--- config.mk ---
export PLATFORM = sky130hd
export DESIGN_NAME = imm_gen_pipe
export DESIGN_NICKNAME = d
export VERILOG_FILES = /design/src/rtl/imm_gen_pipe.sv
export SDC_FILE = /design/constraint.sdc
export NUM_CORES = 1
export LEC_CHECK = 0
export ABC_CLOCK_PERIOD_IN_PS = 6900
export BUFFER_PORTS_ARGS = -buffer_cell sky130_fd_sc_hd__clkbuf_2
export CAP_MARGIN = 20
export CELL_PAD_IN_SITES_DETAIL_PLACEMENT = 1
export CELL_PAD_IN_SITES_GLOBAL_PLACEMENT = 1
export CORE_AREA = 3 3 126 128
export DETAILED_ROUTE_END_ITERATION = 16
export DIE_AREA = 0 0 129 131
export GPL_ROUTABILITY_DRIVEN = 0
export GPL_TIMING_DRIVEN = 0
export PLACE_DENSITY = 0.73
export SYNTH_ARGS = -nofsm -noshare
export SYNTH_HDL_FRONTEND = slang
export SYNTH_SLANG_ARGS = --single-unit
--- constraint.sdc ---
create_clock -name clk -period 6.9 [get_ports clk]
set_input_delay 0.345 -clock clk [delete_from_list [all_inputs] [get_ports clk]]
set_output_delay 0.345 -clock clk [all_outputs]
set_load 0.005 [all_outputs]
--- src/rtl/imm_gen_pipe.sv ---
// rtl/imm_gen_pipe.sv - Immediate generator with buffered output queue; optional CSR zimm via IMMGEN_CSR_EN
module imm_gen_pipe #(
    parameter int ADDR_WIDTH = 32,
    parameter int DEPTH      = 2,
    parameter int ILL_CNT_W  = 8
) (
    input  logic                  clk,
    input  logic                  rst_n,
    input  logic                  flush,
    input  logic                  in_valid,
    output logic                  in_ready,
    input  logic [31:0]           instr,
    input  logic [2:0]            ImmSrc,
    input  logic [ADDR_WIDTH-1:0] PC,
    output logic                  out_valid,
    input  logic                  out_ready,
    output logic [ADDR_WIDTH-1:0] ImmExt,
    output logic [ADDR_WIDTH-1:0] PC_out,
    output logic                  illegal,
    output logic [ILL_CNT_W-1:0]  ill_cnt
);

    localparam int PTR_W = $clog2(DEPTH);
    localparam int CNT_W = PTR_W + 1;

    logic [ADDR_WIDTH-1:0] r_imm_mem [DEPTH];
    logic [ADDR_WIDTH-1:0] r_pc_mem  [DEPTH];
    logic                  r_ill_mem [DEPTH];

    logic [PTR_W-1:0]      r_wr_ptr;
    logic [PTR_W-1:0]      r_rd_ptr;
    logic [CNT_W-1:0]      r_count;
    logic [ILL_CNT_W-1:0]  r_ill_cnt;

    logic [31:0]           w_imm32;
    logic                  w_ill;
    logic [ADDR_WIDTH-1:0] w_imm_ext;
    logic                  w_push;
    logic                  w_pop;

    // Decode the immediate for the incoming instruction; zimm has bit 31 clear so sign fill is a zero fill
    always_comb begin
        w_imm32 = 32'h0;
        w_ill   = 1'b0;
        case (ImmSrc)
            3'b000: w_imm32 = {{20{instr[31]}}, instr[31:20]};
            3'b001: w_imm32 = {{20{instr[31]}}, instr[31:25], instr[11:7]};
            3'b010: w_imm32 = {{20{instr[31]}}, instr[7], instr[30:25], instr[11:8], 1'b0};
            3'b011: w_imm32 = {instr[31:12], 12'h000};
            3'b100: w_imm32 = {{12{instr[31]}}, instr[19:12], instr[20], instr[30:21], 1'b0};
`ifdef IMMGEN_CSR_EN
            3'b101: w_imm32 = {27'h0, instr[19:15]};
`endif
            default: begin
                w_imm32 = 32'h0;
                w_ill   = 1'b1;
            end
        endcase
    end

    assign w_imm_ext = ADDR_WIDTH'($signed(w_imm32));

    assign in_ready  = (r_count < CNT_W'(DEPTH));
    assign out_valid = (r_count != '0);
    assign w_push    = in_valid && in_ready;
    assign w_pop     = out_valid && out_ready;

    assign ImmExt  = out_valid ? r_imm_mem[r_rd_ptr] : '0;
    assign PC_out  = out_valid ? r_pc_mem[r_rd_ptr]  : '0;
    assign illegal = out_valid ? r_ill_mem[r_rd_ptr] : 1'b0;
    assign ill_cnt = r_ill_cnt;

    // Store the decoded entry at the write pointer; stale slots are masked by count
    always_ff @(posedge clk) begin
        if (w_push) begin
            r_imm_mem[r_wr_ptr] <= w_imm_ext;
            r_pc_mem[r_wr_ptr]  <= PC;
            r_ill_mem[r_wr_ptr] <= w_ill;
        end
    end

    // Queue bookkeeping: reset beats flush, flush beats push/pop
    always_ff @(posedge clk) begin
        if (!rst_n) begin
            r_wr_ptr <= '0;
            r_rd_ptr <= '0;
            r_count  <= '0;
        end else if (flush) begin
            r_wr_ptr <= '0;
            r_rd_ptr <= '0;
            r_count  <= '0;
        end else begin
            if (w_push) begin
                r_wr_ptr <= r_wr_ptr + PTR_W'(1);
            end
            if (w_pop) begin
                r_rd_ptr <= r_rd_ptr + PTR_W'(1);
            end
            if (w_push && !w_pop) begin
                r_count <= r_count + CNT_W'(1);
            end else if (w_pop && !w_push) begin
                r_count <= r_count - CNT_W'(1);
            end
        end
    end

    // Saturating count of accepted illegal entries; flush does not rewind it
    always_ff @(posedge clk) begin
        if (!rst_n) begin
            r_ill_cnt <= '0;
        end else if (w_push && w_ill && (r_ill_cnt != '1)) begin
            r_ill_cnt <= r_ill_cnt + ILL_CNT_W'(1);
        end
    end

endmodule

[After elaboration in Yosys (flattened, before gate mapping)]
Memory sizes are Yosys's and may differ from the RTL's. A register that Yosys moved wholly into a read port is not among the register bits.
Index checks and enable logic that the tools add are counted.
Widths: inputs -> output; s select.
Word-level totals
  register bits: 12
  output and inout bits: 75
  memory bits (writable): 130
  memories kept: 3
  word-level logic and storage cells: 47
Memories
  r_imm_mem: depth 2, width 32, read ports 1, clocked after Yosys merged registers in 1, write ports 1, RTL line 26  | logic [ADDR_WIDTH-1:0] r_imm_mem [DEPTH];
  r_pc_mem: depth 2, width 32, read ports 1, clocked after Yosys merged registers in 1, write ports 1, RTL line 27  | logic [ADDR_WIDTH-1:0] r_pc_mem [DEPTH];
  r_ill_mem: depth 2, width 1, read ports 1, clocked after Yosys merged registers in 1, write ports 1, RTL line 28  | logic r_ill_mem [DEPTH];
Operators by class
  equality and inequality tests: 5
  bitwise operators: 1
  $lt $le $gt $ge: 1
  mux-type cells: 15
  add/sub/neg operators: 5
  reduce and logical (&&, ||, !) cells: 13
Operator list (count)
  $pmux 32 s5: 1
  $mux 32: 2
  $mux 1: 10
  $add 8x1->8 const B: 1
  $ne 8x8->1 const B: 1
  $eq 3x2->1 const B: 2
  $logic_and 1x1->1: 6
  $reduce_or 5->1: 1
  $mux 2: 2
  $reduce_bool 2->1: 2
  $eq 3x1->1 const B: 1
  $eq 3x3->1 const B: 1
  $logic_not 3->1: 1
  $add 1x1->1 const B: 2
  $add 2x1->2 const B: 1
  $logic_not 1->1: 2
  $lt 2x2->1 const B: 1
  $reduce_or 2->1: 1
  $sub 2x1->2 const B: 1
  $not 1->1: 1

[Logic depth before layout (Yosys ltp)]
Gate-level depths: netlist of the first run.
  word-level depth: 6
  mapped depth: 7
  mapped depth without buffers: 7

[Worst setup path after synthesis of the first run]
OpenSTA, ideal clock, no wires.
  path type: reg-to-reg
  start point: register r_count[1]
  end point: memory r_ill_mem[0] (enable)
  clock period less this slack: 3.696 ns
  path slack: 3.204 ns
  arrival: 3.208 ns
  data required time: 6.412 ns
  setup time: 0.488 ns
  cell stages (with the launch flop): 3
  cell sequence: dfxtp_1 > nand2b_4 > nor2_1
On the way
  cells in the longest elaborated chain, start to end: 4
RTL lines
  from (decl): RTL line 32  | logic [CNT_W-1:0] r_count;
  from (signal assigned): RTL line 100  | r_count <= r_count + CNT_W'(1);
  from (signal assigned): RTL line 102  | r_count <= r_count - CNT_W'(1);
  $lt 2x2->1: RTL line 63  | assign in_ready = (r_count < CNT_W'(DEPTH));
  $logic_and 1x1->1: RTL line 65  | assign w_push = in_valid && in_ready;
  $mux 1: RTL line 75  | if (w_push) begin
  $mux 1 (implied by the code): RTL line 78  | r_ill_mem[r_wr_ptr] <= w_ill;
  to (decl): RTL line 28
Every way passes these cells.

[Final worst setup path of the first run]
  start point: register r_count[1]
  end point: output port ImmExt[24]
On the way
  cells in the longest elaborated chain, start to end: 2
RTL lines
  $reduce_bool 2->1: RTL line 64  | assign out_valid = (r_count != '0);
  $mux 32: RTL line 68  | assign ImmExt = out_valid ? r_imm_mem[r_rd_ptr] : '0;
  to (decl): RTL line 17  | output logic [ADDR_WIDTH-1:0] ImmExt,
Every way passes these cells.

==> impl_metrics.yaml, run 1 <==
clock_network:
  clock-root-buffer: "clkbuf_16"
  cts_tree: "yes"
  post_cts_resized: 0
  worstSkewPairLatency_ns: 0.42
  postCtsSetupRepairBufs: 0
  htree_levels: 4
  ctsHoldBuffers: 0
  cts_sinks: 143
  clkTransAtPathRegs_ns: 0.06
  cts_buffer_depth: 2
  cts_made_buffers: 17
die:
  die_h_um: 131
  die_area_mm2: 0.0169
  initial_utilization_pct: 39.5
  die_x_um: 129
  core-area_mm2: 0.0150
  pin_count: 147
  rows: 45
sta:
  setup_viol: 0
  tightest_slew_ns: 0.670
  slew_violations: 0
  setup_slack_ns: 4.41
  fin_crit_sh_pct: 36.1
  skew_ns: 0.00826
  relSlewSlack_pct: 55.2
  rsz0062_at_grt: "no"
  min_period_ns: 2.49
  fmax_ghz: 0.401
  hold_viol_final: 0
  tns_ns: 0
finish:
  antenna_cells: 0
  n_fill_cell: 1578
  final_common_cell: "clkbuf_2"
  nNetsFinal: 654
  drive_above_1_share_pct: 32.0
  syn_to_final_growth_pct: 27.3
  mostFrequentLayoutCells: "clkbuf_2, edfxtp_1, nor2_1, mux2i_1, clkbuf_16"
min_path:
  holdPathStages: 1
  min_from: "PC[0]"
  hold_class: "in2reg"
  holdPathEnd: "r_pc_mem[0][0]"
synthesis:
  synth_warnings: 0
  synthCells: 419
  ys_seq_elements: 143
  syn_area_per_cell_um2: 14.1
  ys_seq_area_share_pct: 70.4
  yosys.cell_types.count: 37
  syn_area_mm2: 0.00592
  synthesis.nets: 493
routing:
  drtPass1Iterations: 4
  first_iter_violations: 196
  wl_per_cell_um: 18.0
  vias_per_cell: 5.05
  routed_wl_um: 14100
  drc: 0
  detail-route-antenna-nets: 0
  vias: 3943
worst_setup_path:
  critPathKind: "reg2out"
  cp.required_ns: 6.55
  r2r_cells: 4
  regToRegSetupSlack_ns: 5.03
  r2r_end: "r_pc_mem[0][29]"
  r2r-start: "r_count[1]"
  cp.arrival_ns: 2.15
  cp-end-kind: "primary output"
  cp-start-kind: "flip-flop"
  critical_path.max_fanout: 10
grt:
  grt_max_degree: 47
  grt_pass1_vias: 4006
  antenna_found_initial: 0
  grt_pass1_wl_um: 21500
  overflow: 0
  track_usage_pct: 16.9
pwr:
  leakage_uw: 0.00293
  max-vdd-ir-drop_uv: 136
  p_per_area_mw_per_mm2: 287
run_status:
  status: "finished, final reports clean"
place:
  portBuffers: 139
  pre_cts_ws_ns: 4.89
  hpwl_um: 10100
job:
  drv_cap: 0
-- metrics by stage --
step	instances	power, uW	hold WS (ns)	util (%)	area (um2)
5_1_grt	781	2250	0.0897	50.3	7530
6_report	781	2160	0.115	50.3	7530
3_5_place_dp	749	1260	0.503	46.2	6930
4_1_cts	781	2190	0.0887	50.3	7530
2_1_floorplan	419	1150	0.444	-	5920
3_3_place_gp	746	1240	0.486	45.7	6850
-- layer usage --
metal	global-route usage, %	vias to the layer above	wire, um
met3	5.77	14	825
met2	27.7	119	6940
met5	0	-	0
met4	5.56	0	165
met1	21.2	1939	6120
li1	-	1871	-
-- cells by family (layout without fill, tap and decap cells) --
logic type | after synthesis | after routing | synth area share (%)
xor+xnor | 6 | 6 | 0.888
simple gates | 125 | 125 | 9.41
compound gates | 44 | 44 | 4.97
flops | 143 | 143 | 70.4
mux | 69 | 69 | 11.7
fa+ha+maj | 2 | 2 | 0.423
buf+inv | 30 | 204 | 2.28
-- cells in the mapped netlist --
cell type | count | area, um2
o211ai_1 | 1 | 7.51
buf_2 | 12 | 60.1
nand2b_4 | 1 | 13.8
nor2_1 | 78 | 293
and2_1 | 4 | 25.0
a21o_1 | 11 | 82.6
inv_1 | 6 | 22.5
nor2b_1 | 1 | 6.26
o31ai_1 | 1 | 7.51
a31oi_1 | 8 | 50.1
nand2_1 | 15 | 56.3
a22o_1 | 4 | 35.0
nor3_1 | 4 | 20.0
nand3_1 | 4 | 20.0
o211a_1 | 1 | 10.0
and3_1 | 9 | 56.3
xnor2_1 | 2 | 17.5
inv_2 | 2 | 7.51
o21ai_0 | 11 | 55.1
ha_1 | 2 | 25.0
buf_6 | 1 | 11.3
o21ai_2 | 1 | 8.76
nand2b_1 | 2 | 12.5
o41ai_1 | 1 | 8.76
or3_1 | 2 | 12.5
xor2_1 | 4 | 35.0
nor4_2 | 1 | 12.5
clkbuf_1 | 4 | 15.0
a21oi_1 | 3 | 15.0
nor3_2 | 1 | 10.0
mux2i_1 | 69 | 691
a31o_2 | 1 | 8.76
dfxtp_1 | 13 | 260
buf_1 | 5 | 18.8
edfxtp_1 | 130 | 3900
o21ai_1 | 1 | 5.00
nand4_1 | 3 | 18.8
-- flip-flops by register name, summed over array words and instances (netlist names), named ones only --
register and flops:
r_ill_mem 2, r_wr_ptr 1, r_count 2, r_pc_mem 64
r_rd_ptr 1, r_imm_mem 64, ill_cnt 8
-- layout make-up --
type,count,area (um2),area share [%]
plain buffers,22,105,1.40
clock buffers,20,437,5.80
clock inverters,12,168,2.23
inverters,8,30.0,0.399
multi-input cells,246,1630,21.6
flip-flops and latches,143,4160,55.3
well taps,188,235,3.12
repair buffers,142,763,10.1
-- critical path: stages (launching register included) --
cell and delay, ns:
dfxtp_1 0.34, nor2_1 0.30, buf_2 0.34, buf_1 0.44, nor2_1 0.16, clkbuf_2 0.15
-- how the worst max path moves through the flow --
| stage | slack, ns | start | cells past startpoint | to |
|---|---|---|---|---|
| finish | 4.41 | r_count[1] | 5 | ImmExt[24] |
| global route | 4.25 | r_count[1] | 5 | ImmExt[23] |
| floorplan | 3.20 | r_count[1] | 2 | r_ill_mem[0] |
| detailed placement | 4.89 | r_count[1] | 5 | ImmExt[24] |
| CTS | 4.41 | r_count[1] | 5 | ImmExt[23] |
| global placement | 1.42 | in_valid | 3 | r_pc_mem[0][16] |
-- power by group --
group	leakage [uW]	internal, uW	switching, uW
combinational	0.00130	86.7	131
sequential	0.00134	1000	13.9
clock	0.000294	600	329
No activity file was read; power rests on OpenSTA's default activity.
==> run 2: changes to the inputs <==
==> config.mk (replaced) <==
export PLATFORM = sky130hd
export DESIGN_NAME = imm_gen_pipe
export DESIGN_NICKNAME = d
export VERILOG_FILES = /design/src/rtl/imm_gen_pipe.sv
export SDC_FILE = /design/constraint.sdc
export NUM_CORES = 1
export LEC_CHECK = 0
export ABC_CLOCK_PERIOD_IN_PS = 2050
export BUFFER_PORTS_ARGS = -buffer_cell sky130_fd_sc_hd__clkbuf_2
export CAP_MARGIN = 20
export CELL_PAD_IN_SITES_DETAIL_PLACEMENT = 1
export CELL_PAD_IN_SITES_GLOBAL_PLACEMENT = 1
export CORE_AREA = 3 3 128 130
export DETAILED_ROUTE_END_ITERATION = 16
export DIE_AREA = 0 0 131 133
export GPL_ROUTABILITY_DRIVEN = 0
export GPL_TIMING_DRIVEN = 0
export PLACE_DENSITY = 0.74
export SYNTH_ARGS = -nofsm -noshare
export SYNTH_HDL_FRONTEND = slang
export SYNTH_SLANG_ARGS = --single-unit
==> constraint.sdc (replaced) <==
create_clock -name clk -period 2.05 [get_ports clk]
set_input_delay 0.1025 -clock clk [delete_from_list [all_inputs] [get_ports clk]]
set_output_delay 0.1025 -clock clk [all_outputs]
set_load 0.005 [all_outputs]
==> run 2 against run 1 <==
- first-iteration DRC count shrank 22%
- non-clock buffer count up 35
- wire length is 5.1% higher
- sequential power rose to 3.4 times the previous value
- clock power rose to 3.3 times the previous value
- count of clock-buffer cells in the layout increased by 6
- final cell count is 7.4% higher
==> impl_metrics.yaml, run 2 (synthesized netlist as in run 1, its figures left out) <==
worst_setup_path:
  cp.required_ns: 1.95
  critical_path.max_fanout: 10
  cp-start-kind: "flip-flop"
  cp-end-kind: "primary output"
  cp.arrival_ns: 1.83
  critPathKind: "reg2out"
  regToRegSetupSlack_ns: 0.20
die:
  die_area_mm2: 0.0174
  initial_utilization_pct: 38.8
  core-area_mm2: 0.0153
  die_h_um: 133
  rows: 45
  die_x_um: 131
  pin_count: 147
clock_network:
  postCtsSetupRepairBufs: 0
  cts_sinks: 143
  worstSkewPairLatency_ns: 0.42
  clock-root-buffer: "clkbuf_16"
  cts_made_buffers: 17
  htree_levels: 4
  clkTransAtPathRegs_ns: 0.06
  cts_buffer_depth: 2
  cts_tree: "yes"
routing:
  detail-route-antenna-nets: 0
  drtPass1Iterations: 4
  vias: 4119
  routed_wl_um: 14800
  first_iter_violations: 153
  drc: 0
  vias_per_cell: 4.91
  wl_per_cell_um: 17.6
place:
  place_area_mm2: 0.00696
  portBuffers: 139
  hpwl_um: 10100
sta:
  rsz0062_at_grt: "no"
  skew_ns: 0.00357
  tightest_slew_ns: 0.633
  relSlewSlack_pct: 57.7
  slew_violations: 0
  fin_crit_sh_pct: 94.4
  hold_viol_final: 0
  setup_viol: 0
  fmax_ghz: 0.517
  min_period_ns: 1.94
pwr:
  internal_power_uw: 5680
  p_seq_share_pct: 46.7
  clkPwrFrac_pct: 42.3
  combPwrFrac_pct: 11.0
  leakage_uw: 0.00309
  max-vdd-ir-drop_uv: 598
  fin_total_pwr_uw: 7330
  power_switching_uw: 1650
  p_per_area_mw_per_mm2: 921
  swShare_pct: 22.5
finish:
  antenna_cells: 0
  n_fill_cell: 1580
  nNetsFinal: 689
  syn_to_final_growth_pct: 34.4
  drive_above_1_share_pct: 31.8
  stdcell_area_mm2: 0.00796
  mostFrequentLayoutCells: "clkbuf_2, edfxtp_1, nor2_1, mux2i_1, dlygate4sd3_1"
  final_common_cell: "clkbuf_2"
run_status:
  status: "finished, final reports clean"
job:
  drv_cap: 0
grt:
  grt_pass1_wl_um: 23000
  grt_max_degree: 49
  grt_pass1_vias: 4543
  overflow: 0
  track_usage_pct: 17.4
  antenna_found_initial: 0
min_path:
  hold_class: "in2reg"
-- run 2: changes by cell type in the layout (fill, tap and decap cells not counted), moves of 3 or more --
cell           change
bufinv_16          -4
clkinvlp_4         +3
clkbuf_4           +6
clkbuf_16          +4
clkinv_4           -3
dlygate4sd3_1     +35
buf_1              -5
clkinv_1           -3
clkbuf_8           +4
-- run 2: worst paths after layout --
path,cells after the start,from,to
setup / recovery,5,r_count[1],ImmExt[24]
hold / removal,2,instr[25],r_imm_mem[0][25]
setup reg to reg,4,r_count[1],r_pc_mem[0][14]
hold reg to reg,2,ill_cnt[1],ill_cnt[1]
-- run 2: routing by layer --
metal,share of wire [%],global-route usage [%],vias up
li1,-,-,1941
met5,0,0,-
met2,50,29.4,124
met3,5.8,5.09,23
met1,42,20.8,2031
met4,1.7,6.29,0
-- run 2: power by group through the flow --
stage	sequential [uW]	clock (uW)	combinational (uW)
after detailed placement	3480	0	751
after global placement	3480	0	695
after floorplan	3470	0	387
after global routing	3430	3300	899
final	3420	3100	804
after CTS	3420	3160	811
-- run 2: area by class of cell --
type,count,area [um2],area share [%]
multi-input cells,246,1630,20.5
inverters,8,30.0,0.377
clock buffers,26,584,7.34
flip-flops and latches,143,4160,52.3
well taps,211,264,3.32
clock inverters,6,37.5,0.472
repair buffers,177,1120,14.1
plain buffers,22,126,1.59
-- run 2: metrics by stage --
stage                     hold WS (ns)  setup slack [ns]  utilization [%]  std cells  setup TNS (ns)
after floorplan                  0.201             0.186                -        419               0
after global placement           0.293            -0.415             45.1        769          -47.26
after detailed placement         0.296             0.171             45.6        772               0
after CTS                     0.000310            0.0407             52.0        838               0
after global routing           0.00153            0.0228             52.1        839               0
final                           0.0146             0.115             52.1        839               0
-- run 2: worst max-delay path, stage by stage, from the launching register on --
cell and delay, ns:
dfxtp_1 0.35, nor2_1 0.27, clkbuf_4 0.29, buf_2 0.27, nor2_1 0.12, clkbuf_2 0.13
-- run 2: timing repair --
action                                  in CTS  in global routing
hold buffers                                34                  1
resized for setup                            5                  6
endpoints found under the setup margin      50                 45
endpoints found under the hold margin       68                  2
